--- src/rtl/mod_counter_defs.vh ---
//------------------------------------------------------------------------------
// mod_counter_defs.vh
// Shared encoding constants for the mod_counter direction and terminal mode.
// Revision: 1.0
//------------------------------------------------------------------------------
`ifndef MOD_COUNTER_DEFS_VH
`define MOD_COUNTER_DEFS_VH

localparam logic DIR_UP    = 1'b1;
localparam logic DIR_DOWN  = 1'b0;
localparam logic MODE_WRAP = 1'b1;
localparam logic MODE_SAT  = 1'b0;

`endif

--- src/rtl/mod_counter_pkg.sv ---
//------------------------------------------------------------------------------
// mod_counter_pkg
// Shared constants and per-cycle operation selection for mod_counter.
// Revision: 1.0
//------------------------------------------------------------------------------
`default_nettype none

package mod_counter_pkg;

  `include "mod_counter_defs.vh"

  // Operation applied to the counter in one cycle.
  typedef enum logic [1:0] {
    OP_HOLD  = 2'd0,
    OP_STEP  = 2'd1,
    OP_LOAD  = 2'd2,
    OP_CLEAR = 2'd3
  } op_e;

  // Resolve the control inputs with clear > load > enable > hold priority.
  function automatic op_e sel_op(input logic clr, input logic ld, input logic en);
    if (clr) begin
      return OP_CLEAR;
    end else if (ld) begin
      return OP_LOAD;
    end else if (en) begin
      return OP_STEP;
    end
    return OP_HOLD;
  endfunction

endpackage

`default_nettype wire

--- src/rtl/mod_counter_step.sv ---
//------------------------------------------------------------------------------
// mod_counter_step
// Combinational step logic: next count, terminal event and saturate-hold for
// one enabled step from the current count, limit, direction and mode.
// Revision: 1.0
//------------------------------------------------------------------------------
`default_nettype none

module mod_counter_step
  import mod_counter_pkg::*;
#(
  parameter int WIDTH = 25
) (
  input  logic [WIDTH-1:0] count_i,
  input  logic [WIDTH-1:0] limit_i,
  input  logic             up_down_i,
  input  logic             wrap_i,
  output logic [WIDTH-1:0] next_o,
  output logic             term_o,
  output logic             sat_hold_o
);

  // Next value for a step; a count above limit counts as being at the up terminal.
  always_comb begin
    next_o = count_i;
    term_o = 1'b0;
    if (up_down_i == DIR_UP) begin
      if (count_i >= limit_i) begin
        term_o = 1'b1;
        next_o = (wrap_i == MODE_WRAP) ? '0 : limit_i;
      end else begin
        next_o = count_i + WIDTH'(1);
      end
    end else begin
      if (count_i == '0) begin
        term_o = 1'b1;
        next_o = (wrap_i == MODE_WRAP) ? limit_i : '0;
      end else begin
        next_o = count_i - WIDTH'(1);
      end
    end
  end

  assign sat_hold_o = term_o & (wrap_i == MODE_SAT);

endmodule

`default_nettype wire

--- src/rtl/mod_counter.sv ---
//------------------------------------------------------------------------------
// mod_counter
// Up/down counter with programmable upper limit, wrap or saturate at the
// terminal, terminal-count pulse, saturated level and sticky overflow flag.
// Optional feature macro: MOD_COUNTER_CAPTURE_EN adds capture/captured ports
// that snapshot the current count on request.
// Revision: 1.0
//------------------------------------------------------------------------------
`default_nettype none

module mod_counter
  import mod_counter_pkg::*;
#(
  parameter int WIDTH     = 25,
  parameter int RESET_VAL = 0
) (
  input  logic             clock,
  input  logic             reset,
  input  logic             enable,
  input  logic             clear,
  input  logic             load,
  input  logic [WIDTH-1:0] load_value,
  input  logic             up_down,
  input  logic [WIDTH-1:0] limit,
  input  logic             wrap,
`ifdef MOD_COUNTER_CAPTURE_EN
  input  logic             capture,
  output logic [WIDTH-1:0] captured,
`endif
  output logic [WIDTH-1:0] count_out,
  output logic             tc,
  output logic             saturated,
  output logic             overflow
);

  localparam logic [WIDTH-1:0] RST_COUNT = WIDTH'(RESET_VAL);

  logic [WIDTH-1:0] count_q, count_d;
  logic             tc_q, tc_d;
  logic             sat_q, sat_d;
  logic             ovf_q, ovf_d;

  logic [WIDTH-1:0] step_next;
  logic             step_term;
  logic             step_sat_hold;

  mod_counter_step #(
    .WIDTH (WIDTH)
  ) u_step (
    .count_i    (count_q),
    .limit_i    (limit),
    .up_down_i  (up_down),
    .wrap_i     (wrap),
    .next_o     (step_next),
    .term_o     (step_term),
    .sat_hold_o (step_sat_hold)
  );

  // Next state: tc is a single-cycle pulse, saturated and overflow are levels.
  always_comb begin
    count_d = count_q;
    tc_d    = 1'b0;
    sat_d   = sat_q;
    ovf_d   = ovf_q;
    case (sel_op(clear, load, enable))
      OP_CLEAR: begin
        count_d = RST_COUNT;
        sat_d   = 1'b0;
        ovf_d   = 1'b0;
      end
      OP_LOAD: begin
        count_d = load_value;
        sat_d   = 1'b0;
      end
      OP_STEP: begin
        count_d = step_next;
        tc_d    = step_term & (wrap == MODE_WRAP);
        sat_d   = step_sat_hold;
        ovf_d   = ovf_q | step_term;
      end
      default: begin
      end
    endcase
  end

  // Counter state registers with asynchronous reset.
  always_ff @(posedge clock or posedge reset) begin
    if (reset) begin
      count_q <= RST_COUNT;
      tc_q    <= 1'b0;
      sat_q   <= 1'b0;
      ovf_q   <= 1'b0;
    end else begin
      count_q <= count_d;
      tc_q    <= tc_d;
      sat_q   <= sat_d;
      ovf_q   <= ovf_d;
    end
  end

`ifdef MOD_COUNTER_CAPTURE_EN
  logic [WIDTH-1:0] captured_q;

  // Snapshot of the current count, independent of clear/load/enable.
  always_ff @(posedge clock or posedge reset) begin
    if (reset) begin
      captured_q <= '0;
    end else if (capture) begin
      captured_q <= count_q;
    end
  end

  assign captured = captured_q;
`else
  // Capture feature not built: no capture register exists.
`endif

  assign count_out = count_q;
  assign tc        = tc_q;
  assign saturated = sat_q;
  assign overflow  = ovf_q;

endmodule

`default_nettype wire

--- config.mk ---
export PLATFORM = sky130hd
export DESIGN_NAME = mod_counter
export DESIGN_NICKNAME = d
export VERILOG_FILES = /design/src/rtl/mod_counter_pkg.sv /design/src/rtl/mod_counter_step.sv /design/src/rtl/mod_counter.sv
export VERILOG_INCLUDE_DIRS = /design/src /design/src/rtl
export SDC_FILE = /design/constraint.sdc
export NUM_CORES = 1
export LEC_CHECK = 0
export BUFFER_PORTS_ARGS = -buffer_cell sky130_fd_sc_hd__buf_2
export CORE_ASPECT_RATIO = 1.2
export CORE_UTILIZATION = 45
export CTS_CLUSTER_SIZE = 40
export DETAILED_ROUTE_END_ITERATION = 10
export PLACE_DENSITY = 0.73
export SLEW_MARGIN = 20
export SYNTH_ARGS = -nofsm -noshare
export SYNTH_HDL_FRONTEND = slang
export SYNTH_SLANG_ARGS = --single-unit
export TNS_END_PERCENT = 100
--- constraint.sdc ---
create_clock -name clock -period 3.1 [get_ports clock]
set_input_delay 0 -clock clock [delete_from_list [all_inputs] [get_ports clock]]
set_output_delay 0 -clock clock [all_outputs]
set_load 0.02 [all_outputs]
==> summary.txt <==
Yosys
  • Register bit count reported by yosys: 28
  • Cell Area, Synth: 3630 sq um
  • Post-synth top area cell: dfrtp_1
  • Seq/Total Area, Yosys: about a fifth
  • Synth top cells by count: nand2_1, nor2_1, a21oi_1
  • Yosys cell types: 62
  • Post-synth ARST share: 100%
  • Synth Warn #: 0
  • Main synth FF type: dfrtp_1
  • Top cells by area, synth: dfrtp_1, ha_1, xnor2_1
  • Count leader, synth: nand2_1
  • Avg Cell Area, Syn: 7.27 sq um
  • Post-synth top area share: 19.3%
  • Mapped Nets: 583
  • Synth Instances: about 500
  • Post-synth EDFFs: 0

Critical path
  • Max FO, Critical Path: 19
  • Crit. End Element: flop
  • Critical path class: flop to flop
  • Critical Path AT: slightly above 3 ns
  • Setup crit start kind: flop
  • Reg2Reg Depth: 10
  • Worst endpoint required time: around 3.3 ns

Route
  • Metal3 WL: 937 um
  • Metal-1 WL: 5.17 mm
  • DR pass1 iterations: 8
  • Final wirelength: 12.9 mm
  • Avg Vias per Cell: 6.12
  • Via count: 4,213
  • DR WL/cell: between 15 and 20 um
  • Post-route ant nets: 0
  • Remaining routing DRC violations: 10
  • Initial drt markers: between 300 and 400
  • Max Used Layer: met4
  • Met2 routed WL: between 6 and 7 mm

Die
  • Die H: 100 um
  • Ports: 85
  • Initial core utilization: 46.8%
  • Core area: ~7800 sq um
  • FP Rows: 35
  • Die footprint: 8430 sq um
  • Die width: 84.0 um

Clocking
  • Worst-case clock buffer depth: 2
  • Worst-Skew Late Latency: 0.30 ns
  • CTS tree: done
  • H-tree levels: 1
  • Count of clock tree sinks: 28
  • Clk root buf: clkbuf_8
  • CTS clk-pin slew, worst paths: around 0.11 ns
  • TritonCTS Buffers: 3

Power
  • PD cells: ~300 nW/um^2
  • Leakage power: about 2.2 nW
  • Design Power: 0.00134 W
  • Peak VDD IR: 162 uV

Layout
  • Layout area overhead: 23.6%
  • Finished layout cell area: 4490 sq um
  • Nets: 681
  • Layout cell share with drive strength beyond 1: 22.8%
  • ANT cells: 0
  • Fill cells: 742
  • Fin cells: 688

Run status
  • Status: complete, but fails checks
  • Violated checks: design-rule violations

STA
  • Endpoints failing setup: 0
  • Max-slew violations: 0
  • Period minus WS final: just under 3 ns
  • Fin Hold WS: 0.00664 ns
  • Skew final: 0.00605 ns
  • Hold Fails Final Rpt: 0
  • Post-Route Setup TNS: 0 ns
  • Final Cycle Share: 94.2%
  • Unrepaired setup endpoints after global routing: false
  • Max_slew headroom: 49.5%
  • Slew @ Worst Pin: 0.757 ns
  • Highest Clock Rate: 342 MHz

Placed design
  • Cell Area, Placed: 4240 sq um
  • GPL Wtd Cong: 0.965
  • Port Buf Inserts: 84
  • DP Wirelength: 9.69 mm
  • Placed insts: 665

Global routing
  • Overflow after GRT: 0
  • Antenna violations before repair: 0
  • GRT Util Overall: 31.1%
  • Pin count of the biggest net entering global routing: 41
  • First-pass GRT wire length: 20.8 mm
  • Vias in the first global route: 4,129

Job
  • Max cap viols: 0

Worst hold path
  • Hold Crit Class: input port to flop
  • Hold depth: 3
==> metal layers <==
| metal | track usage (%) | vias to the layer above |
|---|---|---|
| met5 | 0 | - |
| met2 | 53.3 | 198 |
| met4 | 16.3 | 0 |
| met3 | 3.70 | 37 |
| li1 | - | 1997 |
| met1 | 38.4 | 1981 |
==> worst max-delay path, cell delays in order (launching register included) <==
cell       delay [ns]
dfrtp_1          0.49
ha_1             0.33
nand4_1          0.14
nor4_1           0.09
a221oi_1         0.28
o211ai_1         0.18
a31oi_4          0.37
buf_12           0.23
nand2_1          0.10
a2111oi_1        0.47
nor4_1           0.10
==> path summary, 6_finish.rpt <==
| kind | from | endpoint | slack, ns |
|---|---|---|---|
| min in group asynchronous | reset | count_out[21]$_DFFE_PP0P_ | 0.32 |
| setup / recovery | count_out[22]$_DFFE_PP0P_ | count_out[11]$_DFFE_PP0P_ | 0.18 |
| hold reg to reg | saturated$_DFFE_PP0P_ | saturated$_DFFE_PP0P_ | 0.50 |
| setup reg to reg | count_out[22]$_DFFE_PP0P_ | count_out[11]$_DFFE_PP0P_ | 0.18 |
| max in group asynchronous | reset | count_out[15]$_DFFE_PP0P_ | 2.06 |
| hold / removal | limit[0] | count_out[0]$_DFFE_PP0P_ | 0.007 |
==> final cells by class <==
class / count / area (sq um) / share of cell area, %
well taps: 92 / 115 / 2.57
inverters: 33 / 124 / 2.76
multi-input cells: 393 / 2600 / 58.0
clock buffers: 4 / 55.1 / 1.23
repair buffers: 138 / 886 / 19.7
flip-flops and latches: 28 / 702 / 15.6
==> per-stage QoR <==
stage	worst slack, ns	utilization, %
after floorplan	0.394	-
after global placement	0.268	54.7
after detailed placement	0.200	54.7
after CTS	0.171	57.8
after global routing	0.0248	57.9
final	0.180	57.9
==> what timing repair did <==
item	CTS	global route
setup buffers	0	0
hold buffers	19	0
endpoints found under the setup margin	0	2
resized for setup	0	2
hold endpoints to repair	29	0
==> sequential cells by signal, summed over array words and instances, names as in the netlist <==
register / flops
count_out: 25
overflow: 1
saturated: 1
tc: 1
==> power by group <==
part           internal, W  total (W)  switching (W)  leakage [nW]
clock             0.000115   0.000255       0.000140        0.0288
combinational     0.000269   0.000655       0.000386          1.78
sequential        0.000392   0.000425      0.0000335         0.369
total             0.000776    0.00134       0.000560          2.18
==> cell families after synthesis <==
| logic type | share of synthesized area [%] |
|---|---|
| xor+xnor | 8.69 |
| mux | 4.17 |
| flops | 19.3 |
| simple gates | 24.5 |
| fa+ha+maj | 9.31 |
| compound gates | 24.5 |
| buf+inv | 9.48 |
==> layout by cell type (no fill, tap or decap), types with 9 or more instances in the layout <==
master          n
a31oi_1         9
xor2_1         13
nand3_1        15
nor2_1         43
inv_1          32
o21ai_0        25
buf_2          84
mux2i_1        14
a21oi_1        39
nand2_1        52
nand4_1         9
xnor2_1        23
ha_1           27
dfrtp_1        27
dlygate4sd3_1  19
nor3_1         15
buf_4          34
(Power assumes the default switching activity.)
